==> config.mk <==
export PLATFORM = sky130hd
export DESIGN_NAME = collision_dispatch_flat
export DESIGN_NICKNAME = d
export VERILOG_FILES = /design/src/rtl/billiard_pkg.sv /design/src/rtl/collision_dispatch_if.sv /design/src/rtl/collision_event_fifo.sv /design/src/rtl/collision_dispatch.sv /design/src/flat_wrapper.sv
export SDC_FILE = /design/constraint.sdc
export NUM_CORES = 1
export LEC_CHECK = 0
export ABC_AREA = 1
export CAP_MARGIN = 20
export CORE_MARGIN = 2
export CORE_UTILIZATION = 45
export DETAILED_ROUTE_END_ITERATION = 8
export PLACE_DENSITY = 0.64
export SLEW_MARGIN = 20
export SYNTH_ARGS = -nofsm -noshare
export SYNTH_HDL_FRONTEND = slang
export SYNTH_SLANG_ARGS = --single-unit
==> constraint.sdc <==
create_clock -name clk -period 3.5 [get_ports clk]
set_input_delay 0.7 -clock clk [delete_from_list [all_inputs] [get_ports clk]]
set_output_delay 0.7 -clock clk [all_outputs]
set_load 0.01 [all_outputs]
==> src/rtl/billiard_pkg.sv <==
// billiard_pkg: shared collision event types for the billiard datapath.
package billiard_pkg;
  localparam int NUM_BALLS = 2;
  typedef enum logic [1:0] {EV_NONE, EV_BB, EV_HOLE, EV_WALL} ev_type_t;
  typedef enum logic {COLLECT, DRAIN} state_t;
  typedef struct packed {
    ev_type_t    etype;
    logic [3:0]  id_a;
    logic [3:0]  id_b;
    logic [1:0]  wall;
  } collision_ev_t;
  localparam collision_ev_t EV_EMPTY = '0;
  function automatic logic [3:0] low_idx(input logic [15:0] v);
    low_idx = '0;
    for (int i = 15; i >= 0; i--) if (v[i]) low_idx = 4'(i);
  endfunction
endpackage

==> src/rtl/collision_dispatch_if.sv <==
// collision_dispatch_if: valid/ready event stream from dispatcher to physics.
interface collision_dispatch_if;
  logic       ev_valid;
  logic       ev_ready;
  logic [1:0] ev_type;
  logic [3:0] ev_id_a;
  logic [3:0] ev_id_b;
  logic [1:0] ev_wall;
  modport master(output ev_valid, ev_type, ev_id_a, ev_id_b, ev_wall, input ev_ready);
  modport slave(input ev_valid, ev_type, ev_id_a, ev_id_b, ev_wall, output ev_ready);
endinterface

==> src/rtl/collision_event_fifo.sv <==
// collision_event_fifo: DEPTH-entry synchronous FIFO of collision events.
module collision_event_fifo
  import billiard_pkg::*;
#(
  parameter int DEPTH = 8
) (
  input  logic                       clk,
  input  logic                       reset,
  input  logic                       push,
  input  logic                       pop,
  input  collision_ev_t              din,
  output collision_ev_t              head,
  output logic [$clog2(DEPTH):0]     count,
  output logic                       full,
  output logic                       empty
);
  localparam int AW = $clog2(DEPTH);
  localparam int CW = AW + 1;
  collision_ev_t mem [DEPTH];
  logic [AW-1:0] wp, rp;
  logic push_ok, pop_ok;
  assign full = count == CW'(DEPTH);
  assign empty = count == '0;
  assign push_ok = push && !full;
  assign pop_ok = pop && !empty;
  assign head = mem[rp];
  always_ff @(posedge clk) if (push_ok) mem[wp] <= din;
  always_ff @(posedge clk) begin
    if (reset) begin
      wp <= '0;
      rp <= '0;
      count <= '0;
    end else begin
      wp <= wp + AW'(push_ok);
      rp <= rp + AW'(pop_ok);
      count <= count + CW'(push_ok) - CW'(pop_ok);
    end
  end
endmodule

==> src/rtl/collision_dispatch.sv <==
// collision_dispatch: stages per-frame collision pulses, queues them and replays them after startOfFrame.
module collision_dispatch
  import billiard_pkg::*;
#(
  parameter int NUM_BALLS = 2,
  parameter int DEPTH = 8
) (
  input  logic                 clk,
  input  logic                 reset,
  input  logic                 startOfFrame,
  input  logic [NUM_BALLS:0]   balls_collide,
  input  logic [1:0][3:0]      Balls_col_ID,
  input  logic [NUM_BALLS:0]   ballhole_collide,
  input  logic [NUM_BALLS:0]   ballwall_collide,
  input  logic [1:0]           collided_wall,
  collision_dispatch_if.master ev,
  output logic [NUM_BALLS:0]   pocketed_mask,
  output logic [7:0]           drop_count,
  output logic                 frame_overrun
);
  localparam int CW = $clog2(DEPTH) + 1;
  localparam int NB = NUM_BALLS + 1;
  state_t state, state_n;
  collision_ev_t hole_s, bb_s, wall_s, hole_n, bb_n, wall_n, push_ev, head;
  logic [CW-1:0] count, remaining, rem_n;
  logic full, empty, push, pop, valid, any_occ;
  logic hole_occ, bb_occ, wall_occ, dr_hole, dr_bb, dr_wall, cap_hole, cap_bb, cap_wall;
  logic [2:0] n_drop;
  logic [8:0] drop_sum;
  assign hole_occ = hole_s.etype != EV_NONE;
  assign bb_occ = bb_s.etype != EV_NONE;
  assign wall_occ = wall_s.etype != EV_NONE;
  assign any_occ = hole_occ || bb_occ || wall_occ;
  assign dr_hole = hole_occ;
  assign dr_bb = bb_occ && !hole_occ;
  assign dr_wall = wall_occ && !hole_occ && !bb_occ;
  assign push_ev = hole_occ ? hole_s : (bb_occ ? bb_s : wall_s);
  assign push = any_occ && !full;
  assign cap_hole = |ballhole_collide;
  assign cap_bb = |balls_collide;
  assign cap_wall = |ballwall_collide;
  assign hole_n = '{EV_HOLE, low_idx(16'(ballhole_collide)), 4'd0, 2'd0};
  assign bb_n = '{EV_BB, Balls_col_ID[0], Balls_col_ID[1], 2'd0};
  assign wall_n = '{EV_WALL, low_idx(16'(ballwall_collide)), 4'd0, collided_wall};
  // a slot being drained this cycle may take a new capture without losing either event
  assign n_drop = 3'(cap_hole && hole_occ && !dr_hole) + 3'(cap_bb && bb_occ && !dr_bb)
                + 3'(cap_wall && wall_occ && !dr_wall) + 3'(any_occ && full);
  assign drop_sum = {1'b0, drop_count} + 9'(n_drop);
  assign pop = valid && ev.ev_ready && !empty;
  collision_event_fifo #(.DEPTH(DEPTH)) u_fifo (
    .clk(clk), .reset(reset), .push(push), .pop(pop), .din(push_ev),
    .head(head), .count(count), .full(full), .empty(empty)
  );
  always_ff @(posedge clk) begin
    if (reset) begin
      hole_s <= EV_EMPTY;
      bb_s <= EV_EMPTY;
      wall_s <= EV_EMPTY;
    end else begin
      hole_s <= (cap_hole && (!hole_occ || dr_hole)) ? hole_n : (dr_hole ? EV_EMPTY : hole_s);
      bb_s <= (cap_bb && (!bb_occ || dr_bb)) ? bb_n : (dr_bb ? EV_EMPTY : bb_s);
      wall_s <= (cap_wall && (!wall_occ || dr_wall)) ? wall_n : (dr_wall ? EV_EMPTY : wall_s);
    end
  end
  always_ff @(posedge clk) state <= reset ? COLLECT : state_n;
  // count is the pre-edge occupancy, so same-edge pushes wait for the next frame
  always_comb begin
    rem_n = (startOfFrame ? count : remaining) - CW'(pop);
    state_n = (rem_n != '0) ? DRAIN : COLLECT;
  end
  always_comb begin
    valid = state == DRAIN;
    ev.ev_valid = valid;
    ev.ev_type = valid ? head.etype : EV_NONE;
    ev.ev_id_a = valid ? head.id_a : 4'd0;
    ev.ev_id_b = valid ? head.id_b : 4'd0;
    ev.ev_wall = valid ? head.wall : 2'd0;
  end
  always_ff @(posedge clk) begin
    if (reset) begin
      remaining <= '0;
      drop_count <= '0;
      frame_overrun <= 1'b0;
      pocketed_mask <= '0;
    end else begin
      remaining <= rem_n;
      drop_count <= drop_sum[8] ? 8'hff : drop_sum[7:0];
      frame_overrun <= frame_overrun | (startOfFrame && state == DRAIN);
      if (pop && head.etype == EV_HOLE) pocketed_mask <= pocketed_mask | (NB'(1) << head.id_a);
    end
  end
endmodule

==> src/flat_wrapper.sv <==
// flat-port wrapper written by rule: the top's interface ports become plain ports
module collision_dispatch_flat import billiard_pkg::*;
#(
  parameter int NUM_BALLS = 2,
  parameter int DEPTH = 8
)
  (clk, reset, startOfFrame, balls_collide, Balls_col_ID, ballhole_collide, ballwall_collide, collided_wall, pocketed_mask, drop_count, frame_overrun, ev_ev_valid, ev_ev_type, ev_ev_id_a, ev_ev_id_b, ev_ev_wall, ev_ev_ready);
  collision_dispatch_if ev_i ();
  input  logic clk;
  input  logic reset;
  input  logic startOfFrame;
  input  logic [NUM_BALLS:0] balls_collide;
  input  logic [1:0][3:0] Balls_col_ID;
  input  logic [NUM_BALLS:0] ballhole_collide;
  input  logic [NUM_BALLS:0] ballwall_collide;
  input  logic [1:0] collided_wall;
  output logic [NUM_BALLS:0] pocketed_mask;
  output logic [7:0] drop_count;
  output logic frame_overrun;
  output wire logic [$bits(ev_i.ev_valid)-1:0] ev_ev_valid;
  output wire logic [$bits(ev_i.ev_type)-1:0] ev_ev_type;
  output wire logic [$bits(ev_i.ev_id_a)-1:0] ev_ev_id_a;
  output wire logic [$bits(ev_i.ev_id_b)-1:0] ev_ev_id_b;
  output wire logic [$bits(ev_i.ev_wall)-1:0] ev_ev_wall;
  input wire logic [$bits(ev_i.ev_ready)-1:0] ev_ev_ready;
  assign ev_ev_valid = ev_i.ev_valid;
  assign ev_ev_type = ev_i.ev_type;
  assign ev_ev_id_a = ev_i.ev_id_a;
  assign ev_ev_id_b = ev_i.ev_id_b;
  assign ev_ev_wall = ev_i.ev_wall;
  assign ev_i.ev_ready = ev_ev_ready;
  collision_dispatch #(.NUM_BALLS(NUM_BALLS), .DEPTH(DEPTH)) u_core (.clk(clk), .reset(reset), .startOfFrame(startOfFrame), .balls_collide(balls_collide), .Balls_col_ID(Balls_col_ID), .ballhole_collide(ballhole_collide), .ballwall_collide(ballwall_collide), .collided_wall(collided_wall), .ev(ev_i), .pocketed_mask(pocketed_mask), .drop_count(drop_count), .frame_overrun(frame_overrun));
endmodule
* Yosys cells after proc, flatten, opt, wreduce, memory -nomap -nowiden
Memories as Yosys holds them, arrays and structs flattened. A register that Yosys moved wholly into a read port is not among the register bits.
Cells that the tools add are included.
** Cells by class
- $add $sub $neg :: 9
- Eq/ne operators :: 2
- Shift operators :: 1
- Muxes and demuxes :: 24
- Bitwise gates (word level) :: 2
- Reductions and logical operators :: 39
** Operator list (number)
- $mux W12 :: 6
- $mux W4 :: 6
- $mux W11 :: 2
- $logic_and A1 B1 Y1 :: 19
- $add A3 B1 Y3 :: 4
- $mux W2 :: 5
- $add A8 B3 Y9 :: 1
- $reduce_or A3 Y1 :: 3
- $mux W8 :: 1
- $reduce_bool A2 Y1 :: 4
- $sub A4 B1 Y4 :: 2
- $logic_not A1 Y1 :: 7
- $add A4 B1 Y4 :: 1
- $eq A4 B4 Y1 const B :: 1
- $logic_not A4 Y1 :: 1
- $logic_or A1 B1 Y1 :: 4
- $reduce_bool A4 Y1 :: 1
- $shl A1 B4 Y3 const A :: 1
- $mux W1 :: 3
- $mux W3 :: 1
- $or A3 B3 Y3 :: 1
- $add A1 B1 Y2 :: 1
- $eq A2 B2 Y1 const B :: 1
- $or A1 B1 Y1 :: 1
** Word-level totals
- Bits in registers :: 49
- RAM bits :: 96
- Bits of input ports :: 23
- Output and inout port bits :: 25
- Memories kept :: 1
** Memory list
- u_core.u_fifo.mem :: depth 8, width 12, read ports 1, clocked after memory_dff 1, write ports 1, RTL line collision_event_fifo.sv:19 : collision_ev_t mem [DEPTH];

* Logic depth before layout (Yosys ltp)
Gate-level depths: netlist of run 1.
- Depth in word-level cells :: 9
- Depth in mapped cells :: 16
- Mapped depth without buffers :: 15

* By module
From an unflattened synthesis of run 1, not the netlist that was laid out.
** Second synthesis, totals
- Cell total of the unflattened synthesis :: 766
- Area total of the unflattened synthesis :: 6616.3 um^2
** By module, submodules not included
- collision_event_fifo :: times used 1, cells each 493, area each 4767.1 um^2, seq. area each 3083.0 um^2
- collision_dispatch :: times used 1, cells each 273, area each 1849.3 um^2, seq. area each 680.7 um^2

* Least setup slack after synthesis of run 1
OpenSTA, ideal clock, no wires.
- Path kind :: in2reg
- Start :: in balls_collide[1]
- End :: reg u_core.drop_count[7]
- Library setup time :: 58 ps
- Arrival :: 3232 ps
- Required time :: 3442 ps
- Path slack :: 210 ps
- Stages :: 14
- Cell sequence :: nor3_1 -> nor2_1 -> ha_1 -> fa_1 -> ha_1 -> inv_1 -> fa_1 -> or2_2 -> nand2_1 -> nand2_1 -> nor2_1 -> inv_1 -> nand2_1 -> o21a_1
** On the way
- Longest elaborated chain between the ends :: 8
** RTL lines
- start: declaration :: RTL line flat_wrapper.sv:12 : input logic [NUM_BALLS:0] balls_collide;
- $reduce_or A3 Y1 :: RTL line collision_dispatch.sv:40 : assign cap_bb = |balls_collide;
- $logic_and A1 B1 Y1 (2 in series) :: RTL line collision_dispatch.sv:46 : assign n_drop = 3'(cap_hole && hole_occ && !dr_hole) + 3'(cap_bb && bb_occ && !dr_bb)
- $add A1 B1 Y2 :: RTL line collision_dispatch.sv:46
- $add A3 B1 Y3 (2 in series) :: RTL line collision_dispatch.sv:47 : + 3'(cap_wall && wall_occ && !dr_wall) + 3'(any_occ && full);
- $add A8 B3 Y9 :: RTL line collision_dispatch.sv:48 : assign drop_sum = {1'b0, drop_count} + 9'(n_drop);
- $mux W8 :: RTL line collision_dispatch.sv:87 : drop_count <= drop_sum[8] ? 8'hff : drop_sum[7:0];
- end signal: assignment :: RTL line collision_dispatch.sv:87
- end: declaration :: RTL line collision_dispatch.sv:18 : output logic [7:0] drop_count,
Every way passes these cells.
A chain may end at the register's enable or synchronous reset.

* Worst setup path in the final report of run 1
- Start :: in balls_collide[2]
- End :: reg u_core.drop_count[3]
Same word-level chain as after synthesis.

==> flow_metrics.py, run 1 <==
metrics = {
    "final_layout": {
        "final_area_mm2": 0.007431,
        "mostFrequentLayoutCell": "nand2_1",
        "diodes": 0,
        "syn2layout_area_growth_pct": 21.70,
        "fin_cells": 886,
        "layout_common_cells": "nand2_1, edfxtp_1, nor2_1, inv_1, nand3_1",
        "drive_above_1_share": 0.08732,
        "nets": 740,
    },
    "cts": {
        "cts_tree": "built",
        "cts_resized": 0,
        "cts_buffer_depth": 2,
        "post_cts_buffers": 0,
        "cts_hold_buf": 0,
        "clock-sinks": 140,
        "clk_pin_slew_ns": 0.06,
        "h-tree-depth": 4,
        "cts_root_buf": "clkbuf_16",
        "cts_buffers": 17,
        "worstSkewPairLatency_ns": 0.41,
    },
    "logic_synthesis": {
        "seq_area_frac_synth": 0.6164,
        "synth_fa_ha_area_frac": 0.04467,
        "syn-num-nets": 676,
        "yosysWarningCount": 0,
        "synth_edf_count": 96,
        "syn-cell-area_mm2": 0.006106,
        "synth.area.mux_share": 0,
        "synth_async_sr_flop_share": 0,
        "syn_inst": 633,
        "ys_seq_elements": 140,
        "synth_top_family_by_area": "simple AND/OR/NAND/NOR gates",
        "synth_compound_area_frac": 0.07480,
        "synth_cell_types": 30,
        "synth.avg_cell_area_um2": 9.646,
        "synth-xor-area-share": 0.01148,
        "ys.flop_type": "edfxtp_1",
        "yosys.area_share.simple": 0.1797,
    },
    "setup_path": {
        "slowest_stage": "fa_1",
        "cp_max_fo": 4,
        "endpoint_kind": "register",
        "crit_path_max_incr_delay_ns": 0.52,
        "crit_start": "balls_collide[2]",
        "rr_startpoint": "u_core.hole_s[11]",
        "crit_path_start_kind": "input port",
        "crit_arrival_ns": 3.69,
        "critical_path_class": "in2reg",
        "crit_required_ns": 3.86,
        "path_cells": "clkdlybuf4s50_1 -> nor3_2 -> nor2_1 -> ha_1 -> fa_1 -> ha_1 -> inv_1 -> fa_1 -> or2_2 -> nand2_2 -> nand2_2 -> nor2_4 -> buf_4 -> o21ai_0 -> inv_1",
    },
    "placed_design": {
        "hpwl_um": 9151,
        "dpl_cell_area_mm2": 0.006843,
        "pre_cts_ws_ns": -0.3830,
        "io_buffers": 47,
        "placed_cells": 854,
        "place_congestion": 0.8164,
    },
    "timing": {
        "tns_ns": 0,
        "fin_crit_sh": 0.9505,
        "whs_ns": 0.4583,
        "fin_ws_ns": 0.1732,
        "relSlewSlack": 0.3121,
        "worst_pin_slew_ns": 1.021,
        "min_period_ns": 3.327,
        "maxSlewViolCount": 0,
        "clock-skew-final_ns": 0.008300,
        "setup_viol": 0,
        "rsz0062_at_grt": "no",
        "max_freq_mhz": 300.6,
        "final_hold_viol_count": 0,
    },
    "power_and_ir_drop": {
        "peakVddDrop_uv": 335.2,
        "internal_power_mw": 3.779,
        "p_seq_frac": 0.393,
        "p_clk_frac": 0.310,
        "swShare": 0.3248,
        "p_comb_frac": 0.297,
        "leakagePower_nw": 3.065,
        "p_sw_mw": 1.818,
        "power_density_mw_per_mm2": 753.3,
    },
    "routing": {
        "viasPerCell": 5.000,
        "route.detailed.drc": 0,
        "drt_iter0_drc": 264,
        "drt-total-wl_um": 13900,
        "ant_nets": 0,
        "dr.pass1.iters": 4,
        "vias": 4430,
        "wire_per_inst_um": 15.69,
    },
    "global_route": {
        "grt_pass1_vias": 4455,
        "grt.overflow.total": 0,
        "grt_pass1_wl_um": 22530,
        "antenna_found_initial": 0,
        "grt_util_all_layers": 0.2064,
        "grt_max_degree": 40,
    },
    "floorplanning": {
        "initial_core_util": 0.4611,
        "die_h_um": 120.5,
        "coreArea_mm2": 0.01324,
        "row_count": 42,
        "pin_count": 48,
        "dieArea_mm2": 0.01452,
        "fp.dieW_um": 120.5,
    },
    "min_path": {
        "min_from": "u_core.pocketed_mask[1]",
        "hold_class": "reg2reg",
    },
    "outcome": {
        "status": "finished clean",
    },
    "flow_run": {
        "drv_cap": 0,
    },
}
## layout make-up
type,instances,area [µm²]
inverters,84,315.3
repair buffers,70,643.1
clock inverters,14,141.4
flip-flops and latches,140,3764
well taps,176,220.2
fillers,1172,5812
clock buffers,18,429.2
multi-input cells,384,1918
## synthesized netlist by cell type, types with 2 or more instances
library cell / n / area (µm²)
nand2_1: 118 / 442.9
edfxtp_1: 96 / 2883
nor2_1: 90 / 337.8
inv_1: 81 / 304.0
nand3_1: 49 / 245.2
dfxtp_1: 44 / 880.8
o21ai_0: 42 / 210.2
a21oi_1: 25 / 125.1
ha_1: 17 / 212.7
o22ai_1: 12 / 75.07
buf_2: 11 / 55.05
clkbuf_1: 11 / 41.29
xnor2_1: 6 / 52.55
nor3_1: 4 / 20.02
or2_2: 4 / 25.02
a31oi_1: 3 / 18.77
fa_1: 3 / 60.06
a211oi_1: 2 / 15.01
buf_6: 2 / 22.52
inv_2: 2 / 7.510
xor2_1: 2 / 17.52
## power groups by stage
stage	Sequential [mW]	Clock (mW)	Combinational (mW)
detailed placement	2.23	0	1.67
finish	2.20	1.74	1.66
floorplan	2.19	0	1.04
CTS	2.20	1.76	1.69
global route	2.22	1.84	1.88
global placement	2.22	0	1.63
## registers in the layout, indices dropped and copies added, names as in the netlist
register and count:
u_core.pocketed_mask 3, u_core.frame_overrun 1, u_core.ev.ev_valid 1, u_core.u_fifo.mem 96, u_core.u_fifo.wp 3, u_core.drop_count 8, u_core.hole_s 3, u_core.wall_s 5
u_core.u_fifo.rp 3, u_core.bb_s 9, u_core.u_fifo.count 4, u_core.remaining 4
## routing by layer
layer | global-route usage | up-vias | routed length [µm]
li1 | - | 2212 | -
met1 | 0.2568 | 2080 | 6029
met2 | 0.3432 | 119 | 6925
met3 | 0.05142 | 19 | 700
met4 | 0.08721 | 0 | 244
met5 | 0 | - | 0
## path summary, 6_finish.rpt
| kind | end | slack (ns) | cells past startpoint |
|---|---|---|---|
| setup / recovery | u_core.drop_count[3] | 0.17 | 15 |
| hold / removal | u_core.pocketed_mask[1] | 0.46 | 2 |
| setup reg to reg | u_core.drop_count[3] | 0.45 | 15 |
| hold reg to reg | u_core.pocketed_mask[1] | 0.46 | 2 |
## cells by family after synthesis
kind of cell,Yosys count
compound gates,86
xor+xnor,8
fa+ha+maj,20
buf+inv,109
flops,140
other cells,1
simple gates,269
## per-stage QoR
step           power [mW]  utilization
5_1_grt             5.944       0.5611
2_1_floorplan       3.234            -
3_5_place_dp        3.905       0.5167
3_3_place_gp        3.856       0.5167
4_1_cts             5.652       0.5598
6_report            5.598       0.5611
## critical path: cells and delay by family
kind / cells / cell delay, ns
AOI/OAI and AO/OA: 1 / 0.08
adders and majority gates: 4 / 1.36
buffers and inverters: 4 / 0.65
and+or+nand+nor: 6 / 0.88
No activity file was read; power rests on OpenSTA's default activity.
==> run 2, diff against run 1 <==
--- a/config.mk
+++ b/config.mk
@@ -10,6 +10,7 @@
 export CORE_MARGIN = 2
 export CORE_UTILIZATION = 45
 export DETAILED_ROUTE_END_ITERATION = 8
+export HOLD_SLACK_MARGIN = 0.1
 export PLACE_DENSITY = 0.64
 export SLEW_MARGIN = 20
 export SYNTH_ARGS = -nofsm -noshare
==> results of run 2 <==
The final DEF is identical to that of run 1; final timing and power are the same.
==> run 3, diff against run 2 <==
--- a/config.mk
+++ b/config.mk
@@ -6,7 +6,7 @@
 export NUM_CORES = 1
 export LEC_CHECK = 0
 export ABC_AREA = 1
-export CAP_MARGIN = 20
+export CAP_MARGIN = 15
 export CORE_MARGIN = 2
 export CORE_UTILIZATION = 45
 export DETAILED_ROUTE_END_ITERATION = 8
==> results of run 3 <==
The final DEF is identical to that of run 1; final timing and power are the same.
